$ cat config.mk
export PLATFORM = sky130hd
export DESIGN_NAME = input_conditioner
export DESIGN_NICKNAME = d
export VERILOG_FILES = /design/src/rtl/game_pkg.sv /design/src/rtl/debounce_cell.sv /design/src/rtl/input_conditioner.sv
export SDC_FILE = /design/constraint.sdc
export NUM_CORES = 1
export LEC_CHECK = 0
export CORE_ASPECT_RATIO = 0.6
export CORE_MARGIN = 2
export CORE_UTILIZATION = 63
export CTS_BUF_LIST = sky130_fd_sc_hd__clkbuf_4 sky130_fd_sc_hd__clkbuf_8
export CTS_CLUSTER_SIZE = 14
export DETAILED_ROUTE_END_ITERATION = 8
export GPL_TIMING_DRIVEN = 1
export HOLD_SLACK_MARGIN = 0.1
export PLACE_DENSITY = 0.83
export SLEW_MARGIN = 5
export SYNTH_ARGS = -nofsm -noshare
export SYNTH_HDL_FRONTEND = slang
export SYNTH_HIERARCHICAL = 1
export SYNTH_SLANG_ARGS = --single-unit
$ cat constraint.sdc
create_clock -name clk -period 2.55 [get_ports clk]
set_input_delay 0.51 -clock clk [delete_from_list [all_inputs] [get_ports clk]]
set_output_delay 0.51 -clock clk [all_outputs]
set_load 0.005 [all_outputs]
$ cat src/rtl/game_pkg.sv
// Shared constants, button index names and button FSM encoding for the count game front end.
package game_pkg;

  localparam int DEB_CYC_DEF  = 20000;
  localparam int LONG_CYC_DEF = 1000000;

  localparam int BTN_START = 0;
  localparam int BTN_RST   = 1;

  typedef enum logic [1:0] {
    IDLE  = 2'd0,
    PWAIT = 2'd1,
    HELD  = 2'd2,
    RWAIT = 2'd3
  } btn_state_t;

  function automatic int cnt_width(input int n);
    return (n > 1) ? $clog2(n) : 1;
  endfunction

endpackage

$ cat src/rtl/debounce_cell.sv
// One push button: 2-FF synchroniser, debounce counter, press/release FSM and long-press hold counter.
module debounce_cell
  import game_pkg::*;
#(
  parameter int DEB_CYC  = DEB_CYC_DEF,
  parameter int LONG_CYC = LONG_CYC_DEF
) (
  input  logic clk,
  input  logic rst,
  input  logic raw,
  output logic level,
  output logic press,
  output logic rel,
  output logic long_press
);

  localparam int DW = cnt_width(DEB_CYC);
  localparam int LW = cnt_width(LONG_CYC);
  localparam logic [DW-1:0] DEB_LAST  = DW'(DEB_CYC - 1);
  localparam logic [LW-1:0] LONG_LAST = LW'(LONG_CYC - 1);

  logic          sync1;
  logic          s;
  logic [DW-1:0] cnt;
  logic [LW-1:0] hold;
  logic          long_done;
  btn_state_t    state;

  logic deb_done;
  logic holding;
  assign deb_done = (cnt == DEB_LAST);
  assign holding  = (state == HELD) || (state == RWAIT);

  // long_done blocks a second btn_long because the saturated hold counter keeps matching LONG_LAST
  always_ff @(posedge clk or posedge rst) begin
    if (rst) begin
      sync1      <= 1'b0;
      s          <= 1'b0;
      cnt        <= '0;
      hold       <= '0;
      long_done  <= 1'b0;
      state      <= IDLE;
      level      <= 1'b0;
      press      <= 1'b0;
      rel        <= 1'b0;
      long_press <= 1'b0;
    end else begin
      sync1      <= raw;
      s          <= sync1;
      press      <= 1'b0;
      rel        <= 1'b0;
      long_press <= 1'b0;

      if (s != level) begin
        if (deb_done) cnt <= '0;
        else          cnt <= cnt + DW'(1);
      end else begin
        cnt <= '0;
      end

      if (holding) begin
        if (hold != LONG_LAST) hold <= hold + LW'(1);
        if (hold == LONG_LAST && !long_done) begin
          long_press <= 1'b1;
          long_done  <= 1'b1;
        end
      end

      case (state)
        IDLE: begin
          if (s) begin
            if (deb_done) begin
              state     <= HELD;
              level     <= 1'b1;
              press     <= 1'b1;
              hold      <= '0;
              long_done <= 1'b0;
            end else begin
              state <= PWAIT;
            end
          end
        end
        PWAIT: begin
          if (!s) begin
            state <= IDLE;
          end else if (deb_done) begin
            state     <= HELD;
            level     <= 1'b1;
            press     <= 1'b1;
            hold      <= '0;
            long_done <= 1'b0;
          end
        end
        HELD: begin
          if (!s) begin
            if (deb_done) begin
              state <= IDLE;
              level <= 1'b0;
              rel   <= 1'b1;
            end else begin
              state <= RWAIT;
            end
          end
        end
        RWAIT: begin
          if (s) begin
            state <= HELD;
          end else if (deb_done) begin
            state <= IDLE;
            level <= 1'b0;
            rel   <= 1'b1;
          end
        end
        default: state <= IDLE;
      endcase
    end
  end

endmodule

$ cat src/rtl/input_conditioner.sv
// Board input front end: per-button debounce cells plus a debounced switch word with change strobe.
module input_conditioner
  import game_pkg::*;
#(
  parameter int NBTN     = 2,
  parameter int NSW      = 8,
  parameter int DEB_CYC  = DEB_CYC_DEF,
  parameter int LONG_CYC = LONG_CYC_DEF
) (
  input  logic            clk,
  input  logic            rst,
  input  logic [NBTN-1:0] btn_in,
  input  logic [NSW-1:0]  sw_in,
  output logic [NBTN-1:0] btn_level,
  output logic [NBTN-1:0] btn_press,
  output logic [NBTN-1:0] btn_rel,
  output logic [NBTN-1:0] btn_long,
  output logic [NSW-1:0]  sw_stable,
  output logic            sw_chg
);

  localparam int DW = cnt_width(DEB_CYC);
  localparam logic [DW-1:0] SW_LAST = (DEB_CYC > 1) ? DW'(DEB_CYC - 2) : '0;

  for (genvar i = 0; i < NBTN; i++) begin : g_btn
    debounce_cell #(
      .DEB_CYC  (DEB_CYC),
      .LONG_CYC (LONG_CYC)
    ) u_cell (
      .clk        (clk),
      .rst        (rst),
      .raw        (btn_in[i]),
      .level      (btn_level[i]),
      .press      (btn_press[i]),
      .rel        (btn_rel[i]),
      .long_press (btn_long[i])
    );
  end

  logic [NSW-1:0] sw_sync1;
  logic [NSW-1:0] sw_s;
  logic [NSW-1:0] sw_prev;
  logic [DW-1:0]  sw_cnt;
  logic           sw_settled;

  // sw_cnt counts cycles beyond the first that sw_s has held, so it matches SW_LAST after DEB_CYC stable cycles
  assign sw_settled = (DEB_CYC <= 1) ? 1'b1 : ((sw_s == sw_prev) && (sw_cnt == SW_LAST));

  always_ff @(posedge clk or posedge rst) begin
    if (rst) begin
      sw_sync1  <= '0;
      sw_s      <= '0;
      sw_prev   <= '0;
      sw_cnt    <= '0;
      sw_stable <= '0;
      sw_chg    <= 1'b0;
    end else begin
      sw_sync1 <= sw_in;
      sw_s     <= sw_sync1;
      sw_prev  <= sw_s;
      sw_chg   <= 1'b0;

      if (sw_s != sw_prev)        sw_cnt <= '0;
      else if (sw_cnt != SW_LAST) sw_cnt <= sw_cnt + DW'(1);

      if (sw_settled && (sw_s != sw_stable)) begin
        sw_stable <= sw_s;
        sw_chg    <= 1'b1;
      end
    end
  end

endmodule

==> metrics.cfg <==
[sta]
setup_viol=0
slew_violations=0
max_slew_margin_pct=56.22
tightest_slew_ns=0.6506
fin_tns_setup_ns=0
setup_ws_ns=0.3985
fmax_mhz=464.8
finalHoldViolations=0
rsz0062_at_grt=false
period_needed_ns=2.152
worst_clock_skew_ns=0.009081
fin_crit_sh_pct=84.37

[synthesis]
syn_area_um2=6369
synth.distinct_cells=49
syn_area_per_cell_um2=10.78
synth_edf_count=0
ys_seq_elements=134
synth_ff_type=dfrtp_1
yosys_warnings=6
synthCells=591
synth-seq-area-share_pct=52.65
synth.net_count=609
synth-async-reset-ratio_pct=100.0

[power]
ir_worst_vdd_v=0.0003530
total_leakage_power_nw=3.105
p_per_area_nw_per_um2=544.8
totalPowerFinal_w=0.003901

[worst_setup_path]
crit_required_ns=2.89
cp-startpoint=g_btn[1].u_cell/hold[11]$_DFF_PP0_
cp-start-kind=flop
worstSetupPathType=flop to flop
cp_data_arrival_time_ns=2.49
r2r-start=g_btn[1].u_cell/hold[11]$_DFF_PP0_
worstSetupEndpointType=flop
cp_max_fo=7

[cells_and_area]
nets=648
fillCellCount=681
multi_input_area_um2=2861
layout-drive-gt1-share_pct=11.84
regArea_um2=3353
synthToLayoutAreaGrowth_pct=12.44
diodes=0

[clock_tree]
ctsRootBufferMaster=clkbuf_8
post_cts_resized=0
cts-hold-fix-buffers=0
insertion_delay_ns=0.43
cts_sinks=134
h-tree-depth=4
cts_buffers=17
cts_tree=yes
cts.path.max_buffers=2
post_cts_buffers=0
path_clk_slew_ns=0.07

[place]
port_buffers=28
place_ws_ns=0.3884
gp_congestion=0.9164
dp_hpwl_mm=8.888

[drt]
routed_via_density=6.143
drc=0
drt_iter0_drc=350
drt_pre_antenna_iters=5
wl_per_cell_um=16.66
via_count=4773
ant_nets=0
routed_wl_mm=12.95

[worst_hold_path]
min_from=sw_sync1[0]$_DFF_PP0_
hp-class=flop to flop

[global_routing]
grt_use_total_pct=25.85
grt_pass1_wl_mm=22.22
antenna_found_initial=0
grt_pass1_vias=4580
grt_max_degree=44
grt_overflow=0

[floorplan]
die-area_um2=10960
die_h_um=81.88
core_area_um2=9844
dieWidth_um=133.8
initial_core_util_pct=64.69
num_rows=28
io_pins=29

[job]
max-cap-violations=0

[run_status]
status=completed

[registers in the layout (all words and copies together) (netlist names), 8 cells and up]
| signal | cells |
|---|---|
| g_btn.u_cell/cnt | 30 |
| g_btn.u_cell/hold | 40 |
| sw_cnt | 15 |
| sw_prev | 8 |
| sw_s | 8 |
| sw_stable | 8 |
| sw_sync1 | 8 |
[through the flow]
stage               util, %  area, µm²  std cells  hold slack [ns]
floorplan                 -       6369        591           0.3312
global placement      69.10       6803        746           0.3318
detailed placement    69.10       6803        746           0.3395
CTS                   72.74       7161        777           0.3525
global route          72.74       7161        777           0.3554
finish                72.74       7161        777           0.3523
[layout by cell type (no fill, tap or decap), types with 3 or more instances in the layout]
cell type        instances
a211oi_1                 4
a21bo_2                  3
a21oi_1                 28
a31oi_1                  4
and2_1                   8
and3_1                  16
and4_1                  13
buf_4                   11
clkbuf_8                19
clkdlybuf4s50_1         28
clkinv_2                 7
dfrtp_1                134
ha_1                     6
inv_1                   14
mux2_2                   8
mux2i_1                 12
nand2_1                 32
nand3_1                 29
nand4_1                 37
nor2_1                  50
nor3_1                  10
nor4_1                  12
o21ai_0                 27
o21bai_1                 6
o31ai_1                  8
or3_1                    8
or4_1                    8
or4_4                    4
xnor2_1                 28
xor2_1                  34
[worst paths after layout]
check | end | slack [ns] | cells after the start
worst max-delay path | g_btn[1].u_cell/hold[0]$_DFF_PP0_ | 0.40 | 4
worst min-delay path | sw_s[0]$_DFF_PP0_ | 0.35 | 0
worst max register to register | g_btn[1].u_cell/hold[0]$_DFF_PP0_ | 0.40 | 4
worst min register to register | sw_s[0]$_DFF_PP0_ | 0.35 | 0
max in group asynchronous | sw_chg$_DFF_PP0_ | 1.47 | 3
min in group asynchronous | sw_sync1[4]$_DFF_PP0_ | 0.51 | 2
[layer usage]
layer / vias to the layer above / GRT usage (%) / share of wire (%)
li1: 2243 / - / -
met1: 2350 / 37.36 / 48
met2: 161 / 39.69 / 45
met3: 19 / 5.370 / 5.6
met4: 0 / 8.511 / 1.2
met5: - / 0 / 0
[critical path, cell delays in order (launching register included)]
cell	delay [ns]
dfrtp_1	0.46
or4_4	0.56
or4_4	0.60
o21ai_4	0.18
mux2i_1	0.25
[kinds of logic after synthesis]
kind of cell	count (synthesis)	share of synthesized area (%)
mux	20	3.301
xor+xnor	62	8.527
fa+ha+maj	6	1.179
buf+inv	34	2.416
flops	134	52.65
compound gates	89	9.135
simple gates	246	22.79
[area by class of cell]
type                    instances  area share [%]
flip-flops and latches        134           46.83
multi-input cells             423           39.96
repair buffers                 39           5.067
clock buffers                  21           3.862
well taps                     135           2.359
clock inverters                10           1.136
inverters                      15          0.7863
[report_power, final]
group	switching, W	internal [W]
sequential	0.0000272	0.00215
clock	0.000778	0.000826
combinational	0.0000737	0.0000410
total	0.000879	0.00302
[synth_stat cells (2+ instances only)]
cell | n | area share (%)
dfrtp_1 | 134 | 53
nor2_1 | 50 | 2.9
nand4_1 | 37 | 3.6
xor2_1 | 34 | 4.7
nand2_1 | 32 | 1.9
nand3_1 | 29 | 2.3
a21oi_1 | 28 | 2.2
xnor2_1 | 28 | 3.9
o21ai_0 | 27 | 2.1
and3_1 | 16 | 1.6
inv_1 | 15 | 0.88
and4_1 | 13 | 1.8
clkbuf_1 | 12 | 0.71
mux2i_1 | 12 | 1.9
nor4_1 | 12 | 1.2
nor3_1 | 10 | 0.79
and2_1 | 8 | 0.79
mux2_2 | 8 | 1.4
o31ai_1 | 8 | 0.94
or3_1 | 8 | 0.79
or4_1 | 8 | 0.94
ha_1 | 6 | 1.2
o21bai_1 | 6 | 0.71
a211oi_1 | 4 | 0.47
a31oi_1 | 4 | 0.39
or4_4 | 4 | 0.71
a21bo_2 | 3 | 0.47
buf_2 | 3 | 0.24
and3_2 | 2 | 0.24
and4_2 | 2 | 0.31
buf_6 | 2 | 0.35
clkbuf_4 | 2 | 0.24
nand4b_1 | 2 | 0.28
nor3b_1 | 2 | 0.24
nor4_4 | 2 | 0.67
o211ai_2 | 2 | 0.39
o21ai_4 | 2 | 0.51
o22ai_1 | 2 | 0.20
or4b_4 | 2 | 0.43
Note: power is estimated with default switching activity, not from simulation.
